==> src/rtl/layer_pipeline_sched_pkg.sv <==
// Shared types and defaults for the LeNet-5 layer-chain scheduler.
package layer_sched_pkg;

  typedef enum logic [2:0] {
    IDLE,
    START,
    WBUSY,
    WDONE,
    WFUNC,
    FUNC,
    ERR
  } seq_state_t;

  localparam int         NUM_LAYERS_DEF = 7;
  localparam int         CNT_W_DEF      = 16;
  localparam int         BUSY_TMO_DEF   = 16;
  localparam logic [6:0] LENET_CIM_MASK = 7'b1110101;

endpackage

==> src/rtl/layer_pipeline_sched_if.sv <==
// Host frame handshake plus the start/busy/next-busy pins of the layer top.
interface layer_pipeline_sched_if
  import layer_sched_pkg::*;
#(
  parameter int NUM_LAYERS = NUM_LAYERS_DEF,
  parameter int CNT_W      = CNT_W_DEF
);
  logic                  i_frame_valid;
  logic                  o_frame_ready;
  logic [NUM_LAYERS-1:0] i_busy;
  logic [NUM_LAYERS-1:0] i_next_busy;
  logic [NUM_LAYERS-1:0] o_start;
  logic [NUM_LAYERS-1:0] o_func_start;
  logic                  o_frame_done;
  logic [CNT_W-1:0]      o_frame_cnt;
  logic [NUM_LAYERS-1:0] o_err;
  logic                  i_clr_err;

  modport master (
    output i_frame_valid, i_busy, i_next_busy, i_clr_err,
    input  o_frame_ready, o_start, o_func_start, o_frame_done, o_frame_cnt, o_err
  );

  modport slave (
    input  i_frame_valid, i_busy, i_next_busy, i_clr_err,
    output o_frame_ready, o_start, o_func_start, o_frame_done, o_frame_cnt, o_err
  );
endinterface

==> src/rtl/layer_pipeline_sched_fsm.sv <==
// Per-layer sequencer: start pulse, CIM busy handshake with timeout, back-pressured func pulse.
module layer_seq_fsm
  import layer_sched_pkg::*;
#(
  parameter bit HAS_CIM  = 1'b1,
  parameter int BUSY_TMO = BUSY_TMO_DEF
) (
  input  logic clk,
  input  logic rst,
  input  logic pend_in,
  input  logic busy,
  input  logic next_busy,
  input  logic succ_full,
  input  logic clr_err,
  output logic start,
  output logic func_start,
  output logic done,
  output logic err
);
  localparam int               TMO_W    = $clog2(BUSY_TMO + 1);
  localparam logic [TMO_W-1:0] TMO_LAST = TMO_W'(BUSY_TMO - 1);

  seq_state_t       state_q;
  logic [TMO_W-1:0] tmo_q;
  logic             start_q;
  logic             func_q;
  logic             err_q;

  // The timeout counter already ticks during START, so the error lands BUSY_TMO cycles after the start pulse.
  always_ff @(posedge clk or negedge rst) begin
    if (!rst) begin
      state_q <= IDLE;
      tmo_q   <= '0;
      start_q <= 1'b0;
      func_q  <= 1'b0;
      err_q   <= 1'b0;
    end else begin
      start_q <= 1'b0;
      func_q  <= 1'b0;
      case (state_q)
        IDLE: begin
          if (pend_in) begin
            state_q <= START;
            start_q <= 1'b1;
            tmo_q   <= '0;
          end
        end
        START: begin
          tmo_q   <= tmo_q + 1'b1;
          state_q <= HAS_CIM ? WBUSY : WFUNC;
        end
        WBUSY: begin
          if (busy) begin
            state_q <= WDONE;
          end else if (tmo_q == TMO_LAST) begin
            state_q <= ERR;
            err_q   <= 1'b1;
          end else begin
            tmo_q <= tmo_q + 1'b1;
          end
        end
        WDONE: if (!busy) state_q <= WFUNC;
        WFUNC: begin
          if (!next_busy && !succ_full) begin
            state_q <= FUNC;
            func_q  <= 1'b1;
          end
        end
        FUNC:  state_q <= IDLE;
        ERR: begin
          if (clr_err) begin
            state_q <= IDLE;
            err_q   <= 1'b0;
          end
        end
        default: state_q <= IDLE;
      endcase
    end
  end

  assign start      = start_q;
  assign func_start = func_q;
  assign done       = func_q;
  assign err        = err_q;
endmodule

==> src/rtl/layer_pipeline_sched.sv <==
// Layer-chain scheduler: frame tokens in per-layer input buffers, host handshake, frame counter.
module layer_pipeline_sched
  import layer_sched_pkg::*;
#(
  parameter int                    NUM_LAYERS = NUM_LAYERS_DEF,
  parameter logic [NUM_LAYERS-1:0] CIM_MASK   = LENET_CIM_MASK,
  parameter int                    BUSY_TMO   = BUSY_TMO_DEF,
  parameter int                    CNT_W      = CNT_W_DEF
) (
  input logic                   clk,
  input logic                   rst,
  layer_pipeline_sched_if.slave bus
);
  logic [NUM_LAYERS-1:0] pend_q, pend_d, pend_set;
  logic [NUM_LAYERS-1:0] start_w, func_w, done_w, err_w, succ_full;
  logic                  ready_q;
  logic                  accept;
  logic [CNT_W-1:0]      cnt_q, cnt_d;

  assign accept    = bus.i_frame_valid & ready_q;
  assign succ_full = {1'b0, pend_q[NUM_LAYERS-1:1]};

  // Clearing an errored layer re-arms its input buffer so the dropped frame is retried.
  always_comb begin
    pend_set = {done_w[NUM_LAYERS-2:0], accept} | (err_w & {NUM_LAYERS{bus.i_clr_err}});
    pend_d   = (pend_q & ~start_w) | pend_set;
    cnt_d    = cnt_q + CNT_W'(done_w[NUM_LAYERS-1]);
  end

  always_ff @(posedge clk or negedge rst) begin
    if (!rst) begin
      pend_q  <= '0;
      ready_q <= 1'b0;
      cnt_q   <= '0;
    end else begin
      pend_q  <= pend_d;
      ready_q <= !pend_d[0];
      cnt_q   <= cnt_d;
    end
  end

  for (genvar k = 0; k < NUM_LAYERS; k++) begin : g_layer
    layer_seq_fsm #(
      .HAS_CIM  (CIM_MASK[k]),
      .BUSY_TMO (BUSY_TMO)
    ) u_fsm (
      .clk        (clk),
      .rst        (rst),
      .pend_in    (pend_q[k]),
      .busy       (bus.i_busy[k]),
      .next_busy  (bus.i_next_busy[k]),
      .succ_full  (succ_full[k]),
      .clr_err    (bus.i_clr_err),
      .start      (start_w[k]),
      .func_start (func_w[k]),
      .done       (done_w[k]),
      .err        (err_w[k])
    );
  end

  // A predecessor may only hand over a frame into an empty buffer that is not being consumed.
  for (genvar k = 1; k < NUM_LAYERS; k++) begin : g_pend_chk
    a_no_overwrite: assert property (@(posedge clk) disable iff (!rst)
      !(done_w[k-1] && (pend_q[k] || start_w[k])));
  end

  assign bus.o_frame_ready = ready_q;
  assign bus.o_start       = start_w;
  assign bus.o_func_start  = func_w;
  assign bus.o_frame_done  = done_w[NUM_LAYERS-1];
  assign bus.o_frame_cnt   = cnt_q;
  assign bus.o_err         = err_w;
endmodule

==> src/flat_wrapper.sv <==
// flat-port wrapper written by rule: the top's interface ports become plain ports
module layer_pipeline_sched_flat import layer_sched_pkg::*;
#(
  parameter int                    NUM_LAYERS = NUM_LAYERS_DEF,
  parameter logic [NUM_LAYERS-1:0] CIM_MASK   = LENET_CIM_MASK,
  parameter int                    BUSY_TMO   = BUSY_TMO_DEF,
  parameter int                    CNT_W      = CNT_W_DEF
)
  (clk, rst, bus_i_frame_valid, bus_i_busy, bus_i_next_busy, bus_i_clr_err, bus_o_frame_ready, bus_o_start, bus_o_func_start, bus_o_frame_done, bus_o_frame_cnt, bus_o_err);
  layer_pipeline_sched_if #(.NUM_LAYERS(NUM_LAYERS), .CNT_W(CNT_W)) bus_i ();
  input logic clk;
  input logic rst;
  input wire logic [$bits(bus_i.i_frame_valid)-1:0] bus_i_frame_valid;
  input wire logic [$bits(bus_i.i_busy)-1:0] bus_i_busy;
  input wire logic [$bits(bus_i.i_next_busy)-1:0] bus_i_next_busy;
  input wire logic [$bits(bus_i.i_clr_err)-1:0] bus_i_clr_err;
  output wire logic [$bits(bus_i.o_frame_ready)-1:0] bus_o_frame_ready;
  output wire logic [$bits(bus_i.o_start)-1:0] bus_o_start;
  output wire logic [$bits(bus_i.o_func_start)-1:0] bus_o_func_start;
  output wire logic [$bits(bus_i.o_frame_done)-1:0] bus_o_frame_done;
  output wire logic [$bits(bus_i.o_frame_cnt)-1:0] bus_o_frame_cnt;
  output wire logic [$bits(bus_i.o_err)-1:0] bus_o_err;
  assign bus_i.i_frame_valid = bus_i_frame_valid;
  assign bus_i.i_busy = bus_i_busy;
  assign bus_i.i_next_busy = bus_i_next_busy;
  assign bus_i.i_clr_err = bus_i_clr_err;
  assign bus_o_frame_ready = bus_i.o_frame_ready;
  assign bus_o_start = bus_i.o_start;
  assign bus_o_func_start = bus_i.o_func_start;
  assign bus_o_frame_done = bus_i.o_frame_done;
  assign bus_o_frame_cnt = bus_i.o_frame_cnt;
  assign bus_o_err = bus_i.o_err;
  layer_pipeline_sched #(.NUM_LAYERS(NUM_LAYERS), .CIM_MASK(CIM_MASK), .BUSY_TMO(BUSY_TMO), .CNT_W(CNT_W)) u_core (.clk(clk), .rst(rst), .bus(bus_i));
endmodule
==> config.mk <==
export PLATFORM = sky130hd
export DESIGN_NAME = layer_pipeline_sched_flat
export DESIGN_NICKNAME = d
export VERILOG_FILES = /design/src/rtl/layer_pipeline_sched_pkg.sv /design/src/rtl/layer_pipeline_sched_if.sv /design/src/rtl/layer_pipeline_sched_fsm.sv /design/src/rtl/layer_pipeline_sched.sv /design/src/flat_wrapper.sv
export SDC_FILE = /design/constraint.sdc
export NUM_CORES = 1
export LEC_CHECK = 0
export BUFFER_PORTS_ARGS = -buffer_cell sky130_fd_sc_hd__buf_2
export CAP_MARGIN = 20
export CORE_MARGIN = 2
export CORE_UTILIZATION = 53
export DETAILED_ROUTE_END_ITERATION = 16
export PLACE_DENSITY = 0.88
export SKIP_LAST_GASP = 1
export SYNTH_ARGS = -nofsm -noshare
export SYNTH_HDL_FRONTEND = slang
export SYNTH_SLANG_ARGS = --single-unit
==> constraint.sdc <==
create_clock -name clk -period 2.46 [get_ports clk]
set_clock_uncertainty 0.2 [all_clocks]
set_input_delay 0.492 -clock clk [delete_from_list [all_inputs] [get_ports clk]]
set_output_delay 0.492 -clock clk [all_outputs]
set_load 0.02 [all_outputs]
; After elaboration in Yosys (flattened, before gate mapping)
; Index checks and enable logic that the tools add are counted.
[totals]
register_bits = 101
input_bits = 18
output_inout_bits = 39
wordCells = 332
[classes]
add_sub_neg = 8
eq_ne = 98
muxes = 121
bitwise = 6
n_reduce_logical = 61
[ops]
columns = op, n
row1 = $pmux 3 s6, 7
row2 = $mux 3, 36
row3 = $mux 5, 21
row4 = $pmux 5 s3, 7
row5 = $ne 2x2->1 const B, 42
row6 = $reduce_and 4->1, 14
row7 = $mux 1, 43
row8 = $eq 3x2->1 const B, 14
row9 = $eq 3x3->1 const B, 14
row10 = $add 5x1->5 const B, 7
row11 = $eq 5x4->1 const B, 7
row12 = $reduce_and 5->1, 7
row13 = $eq 3x1->1 const B, 7
row14 = $logic_not 3->1, 7
row15 = $ne 3x3->1 const B, 7
row16 = $reduce_bool 3->1, 7
row17 = $add 16x1->16, 1
row18 = $and 7x7->7, 2
row19 = $ne 2x1->1 const B, 7
row20 = $or 7x7->7, 2
row21 = $pmux 1 s2, 7
row22 = $reduce_bool 2->1, 7
row23 = $logic_not 1->1, 13
row24 = $not 7->7, 1
row25 = other kinds (2), 7

; Logic depth before layout (Yosys ltp)
; Gate-level depths: netlist of run 1.
[logic_depth]
ltp_word = 4
ltp_mapped = 8
depth_no_buf = 7

; Cells and area by module
; A second synthesis of run 1 with hierarchy kept.
[hier_totals]
hier_cells = 517
hier_area_um2 = 5316.3
[modules_own_cells]
columns = mod, instances, cells_each, area_each_um2, seq_area_each_um2
row1 = layer_seq_fsm (u_core.g_layer[4].u_fsm ...), 3, 62, 623.1, 275.3
row2 = layer_seq_fsm (u_core.g_layer[1].u_fsm ...), 2, 67, 625.6, 275.3
row3 = layer_seq_fsm (u_core.g_layer[0].u_fsm ...), 2, 56, 588.1, 275.3
row4 = layer_pipeline_sched, 1, 85, 1019.7, 600.6

; Worst setup path after synthesis of run 1
; No wires, ideal clock.
[synth_path]
path_kind = reg2reg
start = register u_core.g_layer[1].u_fsm.tmo_q[0]
end = register u_core.g_layer[1].u_fsm.tmo_q[3]
setup_ns = 0.083
arrival_ns = 2.127
required_time_ns = 2.177
path_slack_ns = 0.051
stages_incl_launch_ff = 9
n_path_buf = 1
period_less_slack_ns = 2.409
path_cell_list = dfrtp_1 -> ha_1 -> and3_1 -> ha_1 -> o31a_1 -> or3_1 -> buf_2 -> or4_1 -> o21ai_0
[synth_via]
elab_chain_cells = 4
elab_cells_between_ends = 7
classes_between = add/sub (1) / eq/ne (2) / mux (3) / reduce/logical (1)
[synth_rtl]
columns = item, line_no
row1 = "start, declared", layer_pipeline_sched_fsm.sv:24  ; logic [TMO_W-1:0] tmo_q;
row2 = "start signal, assigned", layer_pipeline_sched_fsm.sv:49  ; tmo_q <= tmo_q + 1'b1;
row3 = "start signal, assigned", layer_pipeline_sched_fsm.sv:59  ; tmo_q <= tmo_q + 1'b1;
row4 = $add 5x1->5, "layer_pipeline_sched_fsm.sv:49, layer_pipeline_sched_fsm.sv:59"
row5 = $mux 5, layer_pipeline_sched_fsm.sv:55  ; end else if (tmo_q == TMO_LAST) begin
row6 = $mux 5, layer_pipeline_sched_fsm.sv:53  ; if (busy) begin
row7 = $pmux 5 s3, layer_pipeline_sched_fsm.sv:40  ; case (state_q)
; Several ways; a longest one is shown, not always the timed one. The select of a mux whose other input is x is not followed.
; A chain may end at the register's enable or synchronous reset.

; Final worst setup path of run 1
[layout_path]
start = register u_core.g_layer[0].u_fsm.tmo_q[0]
end = register u_core.g_layer[0].u_fsm.tmo_q[2]
[layout_via]
elab_chain_cells = 4
elab_cells_between_ends = 7
classes_between = add/sub (1) / eq/ne (2) / mux (3) / reduce/logical (1)
[layout_rtl]
columns = item, line_no
row1 = "start, declared", layer_pipeline_sched_fsm.sv:24
row2 = "start signal, assigned", layer_pipeline_sched_fsm.sv:49
row3 = "start signal, assigned", layer_pipeline_sched_fsm.sv:59
row4 = $add 5x1->5, "layer_pipeline_sched_fsm.sv:49, layer_pipeline_sched_fsm.sv:59"
row5 = $mux 5, layer_pipeline_sched_fsm.sv:55
row6 = $mux 5, layer_pipeline_sched_fsm.sv:53
row7 = $pmux 5 s3, layer_pipeline_sched_fsm.sv:40
; Several ways; a longest one is shown, not always the timed one. The select of a mux whose other input is x is not followed.

==> flow_metrics.py, run 1 <==
metrics = {
    "timing": {
        "report.final.slew_viol_count": 0,
        "final_hold_viol_count": 0,
        "setup_tns_ns": 0,
        "worstMarginPinSlew_ns": 0.5714,
        "setup_slack_ns": 0.04900,
        "timing.fmax_mhz": 414.8,
        "setup_viol": 0,
        "finalCritPeriodShare_pct": 98.01,
        "maxSlewHeadroom_pct": 61.91,
        "period_minus_slack_ns": 2.411,
        "rsz0062_at_grt": "yes",
    },
    "logic_synthesis": {
        "netlist_top_cells_area": "dfrtp_1, ha_1, o21ai_0, buf_4, nand2_1",
        "yosys.area.top_type": "dfrtp_1",
        "synth_edf_count": 0,
        "yosysTopAreaCellShare_pct": 49.75,
        "synth_cell_types": 54,
        "netlist_instances": 517,
        "ys_ff_latch": 101,
        "syn_area_um2": 5080,
        "ys_async_sr_fraction_pct": 100.0,
        "ys.flop_type": "dfrtp_1",
        "ys_warn_count": 0,
        "seq_area_frac_synth_pct": 49.75,
        "synth_nets": 551,
        "synth.avg_cell_area_um2": 9.826,
    },
    "global_route": {
        "grt_max_degree": 51,
        "grt_util_met2_pct": 34.82,
        "use_met3_pct": 3.762,
        "grt_util_met1_pct": 24.28,
        "grt_pass1_vias": 3738,
        "grt_remaining_overflow": 0,
        "grt_pass1_wl_um": 16530,
        "grt_usage_pct": 19.73,
        "grt_busiest_layer": "met2",
        "grt_antenna_before_repair": 0,
    },
    "clocking": {
        "h-tree-depth": 3,
        "cts_sinks": 101,
        "cts_buffers": 9,
        "clk_path_buf_depth": 2,
        "root_buffer": "clkbuf_8",
        "cts_tree": "done",
        "clk_pin_slew_worst_paths_ns": 0.11,
        "clk_latency_ns": 0.37,
    },
    "pwr": {
        "p_leak_nw": 2.663,
        "seqPwrFrac_pct": 45.6,
        "power_per_cell_area_nw_per_um2": 1104,
        "pwr-share-clk_pct": 18.1,
        "p_comb_share_pct": 36.3,
        "cell_internal_pwr_mw": 3.705,
        "switching_share_pct": 40.43,
        "p_total_mw": 6.220,
        "peakVddDrop_mv": 0.4124,
        "p_switching_mw": 2.515,
    },
    "detailed_routing": {
        "wire_per_inst_um": 14.72,
        "drtIter0Drc": 156,
        "dr.pass1.iters": 4,
        "final_antenna_net_count": 0,
        "viasPerCell": 5.682,
        "drc": 0,
        "vias": 3875,
        "routed_wl_um": 10040,
    },
    "run_status": {
        "status": "finished clean",
    },
    "critical_path": {
        "slowest_delay_ns": 0.49,
        "slowest_stage": "or4b_1",
        "path_cells": "ha_2 > and3_1 > ha_1 > or4b_1 > a21o_4 > a211o_1",
        "path_max_fanout": 9,
        "critical_path_class": "flop to flop",
        "required_ns": 2.51,
        "critPathTopFamily": "simple AND/OR/NAND/NOR gates",
        "cp-start-kind": "flop",
        "worstSetupStartpoint": "u_core.g_layer[0].u_fsm.tmo_q[0]$_DFFE_PN0P_",
        "path_buf_inv": 0,
        "endpoint_kind": "flop",
        "worst_ep_arrival_time_ns": 2.47,
        "reg2reg_from": "u_core.g_layer[0].u_fsm.tmo_q[0]$_DFFE_PN0P_",
    },
    "finish": {
        "finalInstanceArea_um2": 5633,
        "final_common_cell": "dfrtp_1",
        "area_growth_pct": 10.89,
        "nNetsFinal": 582,
        "n_antenna_cell": 0,
        "n_fill_cell": 769,
        "drive_above_1_share_pct": 18.63,
        "layout_common_cells": "dfrtp_1, buf_2, nand2_1",
    },
    "worst_hold_path": {
        "min_from": "bus_i_next_busy[5]",
        "min_path_type": "input port to flop",
    },
    "floorplan": {
        "start_util_pct": 54.72,
        "fp-row-count": 35,
        "dieArea_um2": 10380,
        "core_um2": 9284,
        "io_pins": 57,
        "die_w_um": 101.9,
        "die_h_um": 101.9,
    },
    "placed_design": {
        "hpwl_um": 7170,
        "place_congestion": 0.8489,
        "dp_slack_ns": 0.01235,
        "io_buffer_count": 56,
        "place_area_um2": 5333,
    },
    "run": {
        "timing.max_cap.violations": 0,
    },
}
## cells in the mapped netlist, types with 3 or more instances
| library cell | n |
|---|---|
| mux2i_1 | 3 |
| o31a_1 | 3 |
| a21oi_1 | 19 |
| nand3b_1 | 4 |
| or2_2 | 5 |
| a221o_1 | 7 |
| dfrtp_1 | 101 |
| a211o_1 | 4 |
| o21ai_0 | 34 |
| or4_1 | 3 |
| or3_1 | 3 |
| xnor2_1 | 13 |
| xor2_1 | 7 |
| o31ai_1 | 5 |
| mux2_2 | 4 |
| a211oi_1 | 3 |
| ha_1 | 16 |
| and3_1 | 15 |
| buf_2 | 4 |
| nand2b_1 | 7 |
| nand2_1 | 38 |
| nor2_1 | 32 |
| o21a_1 | 4 |
| nand3_1 | 24 |
| clkbuf_1 | 20 |
| a21o_1 | 5 |
| buf_4 | 21 |
| inv_1 | 30 |
| nor3b_1 | 8 |
| o41ai_1 | 3 |
| nor4b_1 | 8 |
| nor2b_1 | 11 |
| nor3_1 | 22 |
| o22ai_1 | 3 |
## state kept, by name (all words and copies together) (netlist names)
name,cells
u_core.g_layer.u_fsm.err,7
u_core.pend_q,7
u_core.bus.o_frame_ready,1
u_core.g_layer.u_fsm.done,7
u_core.bus.o_frame_cnt,16
u_core.g_layer.u_fsm.state_q,21
u_core.g_layer.u_fsm.start,7
u_core.g_layer.u_fsm.tmo_q,35
## power by group through the flow
stage | Sequential (mW) | Clock [mW] | Combinational [mW]
6_report | 2.84 | 1.13 | 2.26
5_1_grt | 2.92 | 1.22 | 2.53
4_1_cts | 2.81 | 1.15 | 2.19
3_5_place_dp | 2.84 | 0 | 2.16
3_3_place_gp | 2.79 | 0 | 2.03
2_1_floorplan | 2.48 | 0 | 1.98
## worst paths after layout
path                                                                end  slack, ns  cells past startpoint
setup / recovery           u_core.g_layer[0].u_fsm.tmo_q[2]$_DFFE_PN0P_       0.05                      6
hold / removal                   u_core.g_layer[5].u_fsm.done$_DFF_PN0_       0.07                      2
setup reg to reg           u_core.g_layer[0].u_fsm.tmo_q[2]$_DFFE_PN0P_       0.05                      6
hold reg to reg                              u_core.pend_q[4]$_DFF_PN0_       0.29                      1
max in group asynchronous        u_core.g_layer[2].u_fsm.done$_DFF_PN0_       1.01                      3
min in group asynchronous  u_core.g_layer[2].u_fsm.tmo_q[1]$_DFFE_PN0P_       0.40                      2
## area by class of cell
class | instances | area [um2] | share of cell area [%]
sequential | 101 | 2527 | 44.87
multi-input combinational | 340 | 2243 | 39.83
clock buffer | 9 | 123.9 | 2.199
timing repair buffer | 66 | 372.9 | 6.619
tap | 129 | 161.4 | 2.865
clock inverter | 7 | 91.34 | 1.622
inverter | 30 | 112.6 | 1.999
## through the flow
step	util, %	cells	hold slack [ns]
after CTS	60.03	681	0.05739
final	60.67	682	0.07280
after global placement	57.44	664	0.2530
after global routing	60.67	682	0.04879
after detailed placement	57.44	664	0.2647
after floorplan	-	517	-0.003591
## logic make-up after synthesis
group | share of synthesized area [%]
xor gates and xnor gates | 3.448
buffers and inverters | 7.414
AOI/OAI and AO/OA | 14.14
and+or+nand+nor | 19.83
DFF | 49.75
muxes | 1.478
adders and majority gates | 3.941
## timing repair
action | in CTS | in global routing
gates resized for setup | 2 | 13
setup buffers | 0 | 1
endpoints found under the hold margin | 32 | 0
pin swaps | 0 | 1
hold buffers | 1 | 0
setup endpoints to repair | 2 | 10
## routing by layer
layer / up-vias / part of all wire [%] / routed length (um)
met5: - / 0 / 0
met4: 0 / 1.4 / 136
met3: 11 / 3.8 / 386
met2: 72 / 52 / 5217
met1: 1920 / 43 / 4300
li1: 1872 / - / -
Note: power is estimated with default switching activity, not from simulation.
==> run 2, diff against run 1 <==
--- a/config.mk
+++ b/config.mk
@@ -7,10 +7,11 @@
 export LEC_CHECK = 0
 export BUFFER_PORTS_ARGS = -buffer_cell sky130_fd_sc_hd__buf_2
 export CAP_MARGIN = 20
-export CORE_MARGIN = 2
+export CORE_MARGIN = 1.5
 export CORE_UTILIZATION = 53
 export DETAILED_ROUTE_END_ITERATION = 16
 export PLACE_DENSITY = 0.88
+export SETUP_SLACK_MARGIN = 0.2
 export SKIP_LAST_GASP = 1
 export SYNTH_ARGS = -nofsm -noshare
 export SYNTH_HDL_FRONTEND = slang
==> run 2 against run 1 <==
Effect of this change: die area down 2.0%; routed wire length up 4.9%; largest power group unchanged; utilization up 2.4 points; cell area up 4.0%; critical endpoint unchanged; power up 4.3%; critical path depth up 1; worst setup slack better by 0.13 ns; sequential cell count unchanged; count of clock-buffer cells in the layout up 1; non-clock buffer count up 17.
==> flow_metrics.py, run 2 (synthesis results as in run 1) <==
metrics = {
    "global_route": {
        "grt_pass1_wl_um": 16880,
        "grt_antenna_before_repair": 0,
        "grt_usage_pct": 20.92,
        "grt_max_degree": 40,
        "grt_remaining_overflow": 0,
        "grt_pass1_vias": 3748,
    },
    "clocking": {
        "h-tree-depth": 3,
        "clk_path_buf_depth": 2,
        "cts_sinks": 101,
        "cts_buffers": 9,
        "clk_latency_ns": 0.36,
        "cts_tree": "done",
        "clk_pin_slew_worst_paths_ns": 0.09,
        "root_buffer": "clkbuf_8",
    },
    "critical_path": {
        "endpoint_kind": "flop",
        "worstSetupStartpoint": "u_core.g_layer[0].u_fsm.tmo_q[0]$_DFFE_PN0P_",
        "slowest_stage": "or4b_4",
        "r2r_end": "u_core.g_layer[0].u_fsm.tmo_q[2]$_DFFE_PN0P_",
        "reg2reg_depth": 7,
        "cp-start-kind": "flop",
        "critical_path_class": "flop to flop",
        "worst_ep_arrival_time_ns": 2.38,
        "path_max_fanout": 7,
        "path_cells": "ha_2 > and3_4 > ha_4 > or4b_4 > a21o_4 > nor4b_4 > a211o_1",
        "path_buf_inv": 0,
        "reg2reg_from": "u_core.g_layer[0].u_fsm.tmo_q[0]$_DFFE_PN0P_",
        "r2r_slack_ns": 0.18,
        "critPathTopFamily": "simple AND/OR/NAND/NOR gates",
        "slowest_delay_ns": 0.51,
        "required_ns": 2.56,
    },
    "finish": {
        "layout_common_cells": "dfrtp_1, buf_2, nand2_1",
        "drive_above_1_share_pct": 23.82,
        "final_common_cell": "dfrtp_1",
        "nNetsFinal": 600,
        "n_fill_cell": 753,
        "top_register": "u_core.g_layer.u_fsm.tmo_q",
        "seq_area_um2": 2527,
        "fin_util_pct": 63.10,
        "area_growth_pct": 15.32,
        "n_antenna_cell": 0,
        "multi_input_area_um2": 2328,
        "largest_reg_flops": 35,
    },
    "detailed_routing": {
        "routed_wl_um": 10530,
        "viasPerCell": 5.727,
        "vias": 4009,
        "final_antenna_net_count": 0,
        "drc": 0,
        "dr.pass1.iters": 5,
        "wire_per_inst_um": 15.04,
        "drtIter0Drc": 199,
    },
    "timing": {
        "period_minus_slack_ns": 2.283,
        "maxSlewHeadroom_pct": 51.94,
        "setup_viol": 0,
        "report.final.slew_viol_count": 0,
        "final_hold_viol_count": 0,
        "finalCritPeriodShare_pct": 92.80,
        "rsz0062_at_grt": "yes",
        "finalHoldWorstSlack_ns": 0.1046,
        "timing.fmax_mhz": 438.1,
        "worstMarginPinSlew_ns": 0.7157,
        "setup_slack_ns": 0.1772,
        "setup_tns_ns": 0,
    },
    "pwr": {
        "power_per_cell_area_nw_per_um2": 1108,
        "p_leak_nw": 2.755,
        "p_total_mw": 6.488,
        "peakVddDrop_mv": 0.3975,
    },
    "placed_design": {
        "hpwl_um": 7076,
        "io_buffer_count": 56,
        "dp_slack_ns": 0.02952,
        "place_congestion": 0.8113,
    },
    "run_status": {
        "status": "finished clean",
    },
    "floorplan": {
        "start_util_pct": 54.72,
        "dieArea_um2": 10180,
        "die_w_um": 100.9,
        "fp-row-count": 35,
        "core_um2": 9284,
        "die_h_um": 100.9,
        "io_pins": 57,
    },
    "run": {
        "timing.max_cap.violations": 0,
    },
    "worst_hold_path": {
        "whs_path_depth": 2,
        "min_to": "u_core.g_layer[2].u_fsm.done$_DFF_PN0_",
        "min_path_type": "input port to flop",
        "min_from": "bus_i_next_busy[2]",
    },
}
## run 2: per-layer routing
layer  share of wire (%)  track usage [%]  up-vias
met1                  41            25.20     1958
met5                   0                0        -
met3                 4.3            3.537       22
li1                    -                -     1900
met4                 2.0            8.654        0
met2                  52            37.11      129
## run 2: metrics by stage
step / instances / cell area, um2
after floorplan: 517 / 5116
after global placement: 664 / 5356
after detailed placement: 664 / 5356
after CTS: 693 / 5768
after global routing: 700 / 5858
final: 700 / 5858
## run 2: layout make-up
class / count / area share [%]
clock buffers: 10 / 2.349
clock inverters: 6 / 1.474
flip-flops and latches: 101 / 43.14
repair buffers: 83 / 8.607
multi-input cells: 341 / 39.75
inverters: 30 / 1.922
well taps: 129 / 2.755
## run 2: timing repair
item | 4_1_cts | 5_1_grt
hold buffers | 1 | 0
resized for setup | 16 | 12
pin swaps | 11 | 10
setup endpoints to repair | 11 | 22
endpoints found under the hold margin | 36 | 0
setup buffers | 11 | 7
cloned | 1 | 0
## run 2: power breakdown
part           leakage, nW  internal [mW]  switching [mW]
clock network        0.112          0.599           0.555
logic                 1.32           1.21            1.31
registers             1.32           2.14           0.681
## run 2: worst max-delay path by stage
stage,to,slack [ns],cells past startpoint
final,u_core.g_layer[0].u_fsm.tmo_q[2]$_DFFE_PN0P_,0.18,7
after global routing,u_core.g_layer[4].u_fsm.tmo_q[2]$_DFFE_PN0P_,0.07,8
after CTS,u_core.g_layer[3].u_fsm.tmo_q[2]$_DFFE_PN0P_,0.17,6
after detailed placement,u_core.g_layer[0].u_fsm.tmo_q[2]$_DFFE_PN0P_,0.03,7
after global placement,u_core.g_layer[0].u_fsm.tmo_q[2]$_DFFE_PN0P_,0.14,7
after floorplan,u_core.g_layer[1].u_fsm.tmo_q[3]$_DFFE_PN0P_,0.09,8
==> run 3, diff against run 2 <==
--- a/config.mk
+++ b/config.mk
@@ -5,12 +5,12 @@
 export SDC_FILE = /design/constraint.sdc
 export NUM_CORES = 1
 export LEC_CHECK = 0
-export BUFFER_PORTS_ARGS = -buffer_cell sky130_fd_sc_hd__buf_2
 export CAP_MARGIN = 20
 export CORE_MARGIN = 1.5
-export CORE_UTILIZATION = 53
+export CORE_UTILIZATION = 55
 export DETAILED_ROUTE_END_ITERATION = 16
-export PLACE_DENSITY = 0.88
+export DONT_BUFFER_PORTS = 1
+export PLACE_DENSITY = 0.85
 export SETUP_SLACK_MARGIN = 0.2
 export SKIP_LAST_GASP = 1
 export SYNTH_ARGS = -nofsm -noshare
==> run 3 against run 2 <==
Effect of this change: the flow now finishes with violations (negative hold slack); non-clock buffer count decreased by 45; hold slack worse by 0.50 ns; clock power fell by 8%; sequential cell count unchanged; count of clock-buffer cells in the layout grew 1; routed wire length down 2.3%; worst setup slack got worse by 0.010 ns; power shrank 2.1%; first-iteration DRC count shrank 35%; combinational power down 7.9%; critical endpoint is now u_core.g_layer[1].u_fsm.tmo_q[3]$_DFFE_PN0P_.
==> flow_metrics.py, run 3 (synthesis results as in run 1) <==
metrics = {
    "global_route": {
        "grt_pass1_vias": 3789,
        "grt_antenna_before_repair": 0,
        "grt_max_degree": 102,
        "grt_pass1_wl_um": 17090,
        "grt_usage_pct": 21.55,
        "grt_remaining_overflow": 0,
    },
    "critical_path": {
        "path_buf_inv": 0,
        "path_max_fanout": 2,
        "worst-path-stages": 7,
        "r2r_end": "u_core.g_layer[1].u_fsm.tmo_q[3]$_DFFE_PN0P_",
        "endpoint_kind": "flop",
        "reg2reg_depth": 7,
        "critPathTopFamily": "simple AND/OR/NAND/NOR gates",
        "critical_path_class": "flop to flop",
        "slowest_stage": "dfrtp_1",
        "reg2reg_from": "u_core.g_layer[1].u_fsm.tmo_q[0]$_DFFE_PN0P_",
        "required_ns": 2.56,
        "slowest_delay_ns": 0.40,
        "r2r_slack_ns": 0.17,
        "worst_ep_arrival_time_ns": 2.40,
        "path_cells": "ha_2 > and3_4 > ha_4 > o31a_1 > or3_4 > or4_1 > o21ai_1",
        "cp-start-kind": "flop",
    },
    "pwr": {
        "peakVddDrop_mv": 0.4859,
        "p_leak_nw": 2.537,
        "power_per_cell_area_nw_per_um2": 1121,
        "p_total_mw": 6.353,
    },
    "finish": {
        "drive_above_1_share_pct": 17.87,
        "nNetsFinal": 555,
        "n_antenna_cell": 0,
        "largest_reg_flops": 35,
        "final_common_cell": "dfrtp_1",
        "area_growth_pct": 11.58,
        "finalInstanceArea_um2": 5668,
        "layout_common_cells": "dfrtp_1, nand2_1, nor2_1, buf_4",
        "top_register": "u_core.g_layer.u_fsm.tmo_q",
        "fin_util_pct": 64.06,
        "n_fill_cell": 664,
        "instances_no_fill": 634,
    },
    "clocking": {
        "h-tree-depth": 3,
        "hold_buffers": 5,
        "cts_sinks": 101,
        "root_buffer": "clkbuf_8",
        "cts_buffers": 9,
        "clk_pin_slew_worst_paths_ns": 0.09,
        "cts_tree": "done",
        "clk_latency_ns": 0.37,
        "clk_path_buf_depth": 2,
    },
    "timing": {
        "report.final.slew_viol_count": 0,
        "setup_viol": 0,
        "maxSlewHeadroom_pct": 56.06,
        "period_minus_slack_ns": 2.293,
        "timing.fmax_mhz": 436.1,
        "worstMarginPinSlew_ns": 0.6544,
        "finalHoldWorstSlack_ns": -0.3933,
        "finalCritPeriodShare_pct": 93.22,
        "final_hold_viol_count": 101,
        "rsz0062_at_grt": "yes",
        "setup_tns_ns": 0,
    },
    "floorplan": {
        "core_um2": 8848,
        "fp-row-count": 34,
        "io_pins": 57,
        "die_w_um": 99.11,
        "dieArea_um2": 9822,
        "start_util_pct": 57.41,
        "die_h_um": 99.11,
    },
    "detailed_routing": {
        "drtIter0Drc": 129,
        "vias": 3761,
        "wire_per_inst_um": 16.23,
        "routed_wl_um": 10290,
        "viasPerCell": 5.932,
        "final_antenna_net_count": 0,
        "drc": 0,
        "dr.pass1.iters": 4,
    },
    "placed_design": {
        "io_buffer_count": 0,
        "place_area_um2": 5020,
        "hpwl_um": 6610,
        "post-place-cells": 585,
        "place_congestion": 0.8146,
    },
    "worst_hold_path": {
        "min_path_type": "input port to async pin",
    },
    "run_status": {
        "violations": "negative hold slack",
        "status": "finished with violations",
    },
    "run": {
        "timing.max_cap.violations": 0,
    },
}
run 3: changes by cell type in the layout (fill, tap and decap cells not counted), moves of 2 or more:
cell	delta
buf_2	-55
o21ai_2	+3
ha_1	-3
buf_4	+7
dlygate4sd3_1	+4
ha_4	+2
o21ai_1	-3
run 3: layout make-up:
type / count / area (um2) / area share [%]
clock buffers: 11 / 141.4 / 2.494
inverters: 30 / 112.6 / 1.987
repair buffers: 38 / 301.5 / 5.320
well taps: 108 / 135.1 / 2.384
flip-flops and latches: 101 / 2527 / 44.59
clock inverters: 5 / 60.06 / 1.060
multi-input cells: 341 / 2390 / 42.16
run 3: power breakdown:
part / switching [mW] / internal (mW) / leakage (nW)
Clock: 0.560 / 0.500 / 0.0995
Sequential: 0.836 / 2.14 / 1.32
Combinational: 1.10 / 1.22 / 1.12
Total: 2.50 / 3.86 / 2.54
run 3: routing by layer:
layer	up-vias	share of wire [%]	global-route usage [%]
li1	1810	-	-
met1	1840	42	25.43
met2	90	50	37.08
met3	21	5.5	5.903
met4	0	2.6	9.426
met5	-	0	0
run 3: how the worst max path moves through the flow:
stage                                                   end                                          from
3_3_place_gp   u_core.g_layer[0].u_fsm.tmo_q[2]$_DFFE_PN0P_  u_core.g_layer[0].u_fsm.tmo_q[0]$_DFFE_PN0P_
3_5_place_dp   u_core.g_layer[0].u_fsm.tmo_q[4]$_DFFE_PN0P_  u_core.g_layer[0].u_fsm.tmo_q[0]$_DFFE_PN0P_
6_report       u_core.g_layer[1].u_fsm.tmo_q[3]$_DFFE_PN0P_  u_core.g_layer[1].u_fsm.tmo_q[0]$_DFFE_PN0P_
4_1_cts        u_core.g_layer[3].u_fsm.tmo_q[2]$_DFFE_PN0P_  u_core.g_layer[3].u_fsm.tmo_q[0]$_DFFE_PN0P_
2_1_floorplan  u_core.g_layer[1].u_fsm.tmo_q[3]$_DFFE_PN0P_  u_core.g_layer[1].u_fsm.tmo_q[0]$_DFFE_PN0P_
5_1_grt        u_core.g_layer[1].u_fsm.tmo_q[3]$_DFFE_PN0P_  u_core.g_layer[1].u_fsm.tmo_q[0]$_DFFE_PN0P_
run 3: per-stage QoR:
step / worst slack (ns) / hold slack (ns)
5_1_grt: 0.1099 / -0.4201
6_report: 0.1668 / -0.3933
3_5_place_dp: 0.04711 / -0.001679
2_1_floorplan: 0.08624 / -0.003591
4_1_cts: 0.1481 / -0.4078
3_3_place_gp: 0.1320 / -0.001845
run 3: worst reg2reg max path, stage by stage (launching register included):
cell     delay [ns]
dfrtp_1        0.40
ha_2           0.20
and3_4         0.18
ha_4           0.15
o31a_1         0.25
or3_4          0.34
or4_1          0.40
o21ai_1        0.09
run 3: timing repair:
item | in CTS | in global routing
gates resized for setup | 15 | 24
buffers inserted | 11 | 16
hold endpoints to repair | 106 | 101
setup endpoints to repair | 14 | 25
pin swaps | 10 | 14
gates cloned | 1 | 0
